===== src/rtl/btn_instr_capture.sv =====
// Step-button front end: synchronises and debounces btn_raw, latches the switch
// instruction on each accepted press and emits one-cycle btn_edge / press_drop pulses.
module btn_instr_capture #(
    parameter int SYNC_STAGES = 2,
    parameter int DB_CYCLES   = 16
) (
    input  logic        clk,
    input  logic        rstn,
    input  logic        btn_raw,
    input  logic [15:0] sw_instr,
    input  logic        busy,
    output logic [3:0]  opcode,
    output logic [11:0] instr,
    output logic        btn_edge,
    output logic        press_drop,
    output logic        btn_db,
    output logic [1:0]  dbg_state
);

    localparam int CNT_W = $clog2(DB_CYCLES);
    localparam logic [CNT_W-1:0] CNT_LAST = CNT_W'(DB_CYCLES - 1);

    typedef enum logic [1:0] {
        S_REL   = 2'd0,
        S_PWAIT = 2'd1,
        S_PRESS = 2'd2,
        S_RWAIT = 2'd3
    } state_t;

    logic [SYNC_STAGES-1:0] sync_q;
    logic                   btn_s;
    state_t                 state_q;
    logic [CNT_W-1:0]       cnt_q;
    logic [3:0]             opcode_q;
    logic [11:0]            instr_q;
    logic                   btn_edge_q;
    logic                   press_drop_q;
    logic                   btn_db_q;

    // btn_raw is asynchronous; only the last stage is safe to use.
    always_ff @(posedge clk or negedge rstn) begin
        if (!rstn) begin
            sync_q <= '0;
        end else begin
            sync_q <= {sync_q[SYNC_STAGES-2:0], btn_raw};
        end
    end

    assign btn_s = sync_q[SYNC_STAGES-1];

    always_ff @(posedge clk or negedge rstn) begin
        if (!rstn) begin
            state_q      <= S_REL;
            cnt_q        <= '0;
            opcode_q     <= '0;
            instr_q      <= '0;
            btn_edge_q   <= 1'b0;
            press_drop_q <= 1'b0;
            btn_db_q     <= 1'b0;
        end else begin
            btn_edge_q   <= 1'b0;
            press_drop_q <= 1'b0;
            case (state_q)
                S_REL: begin
                    if (btn_s) begin
                        state_q <= S_PWAIT;
                        cnt_q   <= '0;
                    end
                end
                S_PWAIT: begin
                    if (!btn_s) begin
                        state_q <= S_REL;
                        cnt_q   <= '0;
                    end else if (cnt_q == CNT_LAST) begin
                        // busy and sw_instr matter only on this accept edge.
                        state_q  <= S_PRESS;
                        cnt_q    <= '0;
                        btn_db_q <= 1'b1;
                        if (busy) begin
                            press_drop_q <= 1'b1;
                        end else begin
                            opcode_q   <= sw_instr[3:0];
                            instr_q    <= sw_instr[15:4];
                            btn_edge_q <= 1'b1;
                        end
                    end else begin
                        cnt_q <= cnt_q + CNT_W'(1);
                    end
                end
                S_PRESS: begin
                    if (!btn_s) begin
                        state_q <= S_RWAIT;
                        cnt_q   <= '0;
                    end
                end
                S_RWAIT: begin
                    if (btn_s) begin
                        state_q <= S_PRESS;
                        cnt_q   <= '0;
                    end else if (cnt_q == CNT_LAST) begin
                        state_q  <= S_REL;
                        cnt_q    <= '0;
                        btn_db_q <= 1'b0;
                    end else begin
                        cnt_q <= cnt_q + CNT_W'(1);
                    end
                end
                default: begin
                    state_q <= S_REL;
                    cnt_q   <= '0;
                end
            endcase
        end
    end

    assign opcode     = opcode_q;
    assign instr      = instr_q;
    assign btn_edge   = btn_edge_q;
    assign press_drop = press_drop_q;
    assign btn_db     = btn_db_q;
    assign dbg_state  = state_q;

endmodule

===== config.mk =====
export PLATFORM = sky130hd
export DESIGN_NAME = btn_instr_capture
export DESIGN_NICKNAME = d
export VERILOG_FILES = /design/src/rtl/btn_instr_capture.sv
export SDC_FILE = /design/constraint.sdc
export NUM_CORES = 1
export LEC_CHECK = 0
export ABC_AREA = 1
export CAP_MARGIN = 40
export CORE_MARGIN = 2
export CORE_UTILIZATION = 35
export CTS_BUF_LIST = sky130_fd_sc_hd__clkbuf_16
export DETAILED_ROUTE_END_ITERATION = 10
export GPL_TIMING_DRIVEN = 0
export PLACE_DENSITY = 0.66
export SETUP_SLACK_MARGIN = 0.3
export SKIP_LAST_GASP = 1
export SYNTH_ARGS = -nofsm -noshare
export SYNTH_HDL_FRONTEND = slang
export SYNTH_SLANG_ARGS = --single-unit

===== constraint.sdc =====
create_clock -name clk -period 1.5 [get_ports clk]
set_input_delay 0.45 -clock clk [delete_from_list [all_inputs] [get_ports clk]]
set_output_delay 0.45 -clock clk [all_outputs]
set_load 0.01 [all_outputs]

==> impl_metrics.env <==
export IMPL_leakagePower_nw=0.9952
export IMPL_worst_pin_slew_ns=0.5281
export IMPL_p_switching_mw=0.3062
export IMPL_clock_fmax_mhz=787.6
export IMPL_finalCriticalPeriod_ns=1.270
export IMPL_hold_class="reg2reg"
export IMPL_maxCapViolCount=0
export IMPL_postSynthRegisterBits=27
export IMPL_avgSynthCellArea_um2=9.348
export IMPL_grt_use_total_pct=15.00
export IMPL_vias=1016
export IMPL_portBuffers=40
export IMPL_drv_slew=0
export IMPL_reg2reg_to="instr[1]$_DFFE_PN0P_"
export IMPL_drtAntennaViolNets=0
export IMPL_final_layout_size_suffix_gt1_share_pct=31.69
export IMPL_cts_sink_count=27
export IMPL_core_area_mm2=0.003053
export IMPL_drc=0
export IMPL_clk_latency_ns=0.26
export IMPL_stdcell_area_mm2=0.001777
export IMPL_netlist_instances=121
export IMPL_synth_top_area_share_pct=59.73
export IMPL_cp_startpoint="cnt_q[0]$_DFFE_PN0P_"
export IMPL_hold_viol_final=0
export IMPL_cts_buffer_depth=2
export IMPL_num_antenna_cells=0
export IMPL_die_h_um=60.85
export IMPL_netlist_cell_type_count=17
export IMPL_cts_tree="done"
export IMPL_swShare_pct=20.77
export IMPL_fin_ws_ns=0.2303
export IMPL_p_total_mw=1.474
export IMPL_synth_top_area_cell="dfrtp_1"
export IMPL_areaGrowthSynthToFinish_pct=57.08
export IMPL_cp_start_kind="flip-flop"
export IMPL_ys_warn_count=0
export IMPL_p_seq_share_pct=50.6
export IMPL_timing_setup_tns_ns=0
export IMPL_dp_hpwl_mm=1.853
export IMPL_reg2reg_from="cnt_q[0]$_DFFE_PN0P_"
export IMPL_min_from="sync_q[0]$_DFF_PN0_"
export IMPL_first_global_vias=1014
export IMPL_drt_iter0_drc=25
export IMPL_dieArea_mm2=0.003702
export IMPL_dpl_instance_area_mm2=0.001627
export IMPL_overflow=0
export IMPL_n_fill_cell=290
export IMPL_p_int_mw=1.168
export IMPL_clk_pin_slew_ns=0.07
export IMPL_antenna_found_initial=0
export IMPL_io_pins=41
export IMPL_combPwrFrac_pct=8.3
export IMPL_power_density_mw_per_mm2=829.5
export IMPL_finalNonFillerCells=227
export IMPL_critPathArrivalTime_ns=1.42
export IMPL_clockPowerShare_pct=41.0
export IMPL_fin_crit_sh_pct=84.65
export IMPL_synth_fp_nets=142
export IMPL_maxSlewHeadroom_pct=64.68
export IMPL_hold_end="sync_q[1]$_DFF_PN0_"
export IMPL_crit_type="reg2reg"
export IMPL_worstPathRequired_ns=1.65
export IMPL_dr_pass1_iters=4
export IMPL_via_per_inst=4.476
export IMPL_gp_congestion=0.7519
export IMPL_rsz0062_at_grt="true"
export IMPL_grt_max_degree=19
export IMPL_num_rows=20
export IMPL_pre_cts_ws_ns=-0.3099
export IMPL_cts_root_buffer="clkbuf_16"
export IMPL_ir_drop_v=0.0004468
export IMPL_synth_area_leaders="dfrtp_1 (60%), nand2_1 (15%), nand3_1 (9.7%), o21ai_0 (2.2%), inv_1 (2.0%)"
export IMPL_wirelength_mm=2.559
export IMPL_setup_viol=0
export IMPL_fp_dieW_um=60.85
export IMPL_wl_per_cell_um=11.27
export IMPL_end_kind="flip-flop"
export IMPL_cts_buffers=3
export IMPL_dp_cells=206
export IMPL_hold_depth=0
export IMPL_syn_area_mm2=0.001131
export IMPL_grt_pass1_wl_mm=4.140
export IMPL_num_nets_final=205
export IMPL_status="completed"
export IMPL_fin_worst_skew_ns=0.005085
export IMPL_reg2reg_slack_ns=0.23
export IMPL_start_util_pct=37.05
export IMPL_reg2reg_depth=7
export IMPL_ys_seq_area_share_pct=59.73
export IMPL_cts_max_level=1
export IMPL_worst_path_max_fanout=5
## synthesized netlist by cell type, drive strengths merged
master and count:
nor2 5, nand2 47, ha 1, nand4 1, o21ai 5, xnor2 1
nand3 23, buf 3, dfrtp 27, inv 8
## layer usage
| metal | part of all wire, % | GRT usage (%) | vias to the layer above |
|---|---|---|---|
| li1 | - | - | 511 |
| met5 | 0 | 0 | - |
| met4 | 0.74 | 5.901 | 0 |
| met1 | 45 | 18.76 | 471 |
| met2 | 47 | 24.42 | 30 |
| met3 | 7.9 | 4.478 | 4 |
## per-stage QoR
step | hold slack, ns | util, %
after global routing | 0.3597 | 58.20
after CTS | 0.3520 | 55.70
after detailed placement | 0.3363 | 53.28
final | 0.3503 | 58.20
after floorplan | 0.1544 | -
after global placement | 0.3349 | 52.38
## registers in the layout (all words and copies together) (netlist names), named ones only
name and count:
btn_edge 1, sync_q 2, btn_db 1, opcode 4, press_drop 1, dbg_state 1
cnt_q 4, instr 12
## repair_timing
| action | CTS | global route |
|---|---|---|
| buffers inserted | 12 | 5 |
| pin swaps | 3 | 3 |
| hold buffers | 0 | 0 |
| setup endpoints to repair | 41 | 42 |
| resized for setup | 87 | 11 |
## power by group through the flow
| stage | logic, mW | registers (mW) | clock network, mW |
|---|---|---|---|
| final | 0.123 | 0.746 | 0.605 |
| after global routing | 0.137 | 0.747 | 0.647 |
| after CTS | 0.125 | 0.746 | 0.617 |
| after detailed placement | 0.112 | 0.762 | 0 |
| after global placement | 0.101 | 0.761 | 0 |
| after floorplan | 0.0279 | 0.761 | 0 |
## cell type report
cell class / instances / area [um^2] / area share [%]
sequential: 27 / 676.9 / 38.10
timing repair buffer: 58 / 475.5 / 26.76
clock inverter: 1 / 5.005 / 0.2817
inverter: 8 / 30.03 / 1.690
buffer: 3 / 30.03 / 1.690
tap: 44 / 55.05 / 3.099
clock buffer: 3 / 75.07 / 4.225
multi-input combinational: 83 / 429.2 / 24.16
## critical path: stages, from the launching register on
cell	delay, ns
dfrtp_2	0.45
ha_4	0.18
nand3_4	0.11
nor2_8	0.05
buf_4	0.13
buf_4	0.12
nand3_1	0.06
nand2_1	0.06
## cell usage in the layout, fill, tap and decap left out
master	netlist	routed
dlymetal6s2s_1	0	1
dfrtp_1	27	26
inv_2	2	2
buf_6	1	4
buf_2	1	18
nor2_4	0	1
clkinv_2	0	1
nand4_1	1	1
nor2_8	1	1
nand3_1	22	22
buf_4	1	18
nand2_4	1	1
nand2_1	46	42
inv_1	6	6
ha_4	0	1
nand2_2	0	4
nor2_1	3	3
o21ai_0	5	4
xnor2_1	1	1
dfrtp_2	0	1
nand3_4	1	1
clkbuf_16	0	3
buf_16	0	1
o21ai_1	0	1
buf_8	0	1
clkdlybuf4s50_1	0	18
## worst max-delay path by stage
stage                                        to  slack (ns)
after floorplan           instr[11]$_DFFE_PN0P_        0.24
after global placement     instr[7]$_DFFE_PN0P_       -0.41
after detailed placement   instr[9]$_DFFE_PN0P_       -0.31
after CTS                  instr[9]$_DFFE_PN0P_        0.21
after global routing       instr[7]$_DFFE_PN0P_        0.16
final                      instr[1]$_DFFE_PN0P_        0.23
## kinds of logic (layout without fill, tap and decap cells)
| group | count (synthesis) | in the layout | synth area share, % |
|---|---|---|---|
| adders and majority gates | 1 | 1 | 1.106 |
| AOI/OAI and AO/OA | 5 | 5 | 2.212 |
| buffers and inverters | 11 | 73 | 4.756 |
| and+or+nand+nor | 76 | 76 | 31.42 |
| xor gates and xnor gates | 1 | 1 | 0.7745 |
| DFF | 27 | 27 | 59.73 |
(Power assumes the default switching activity.)
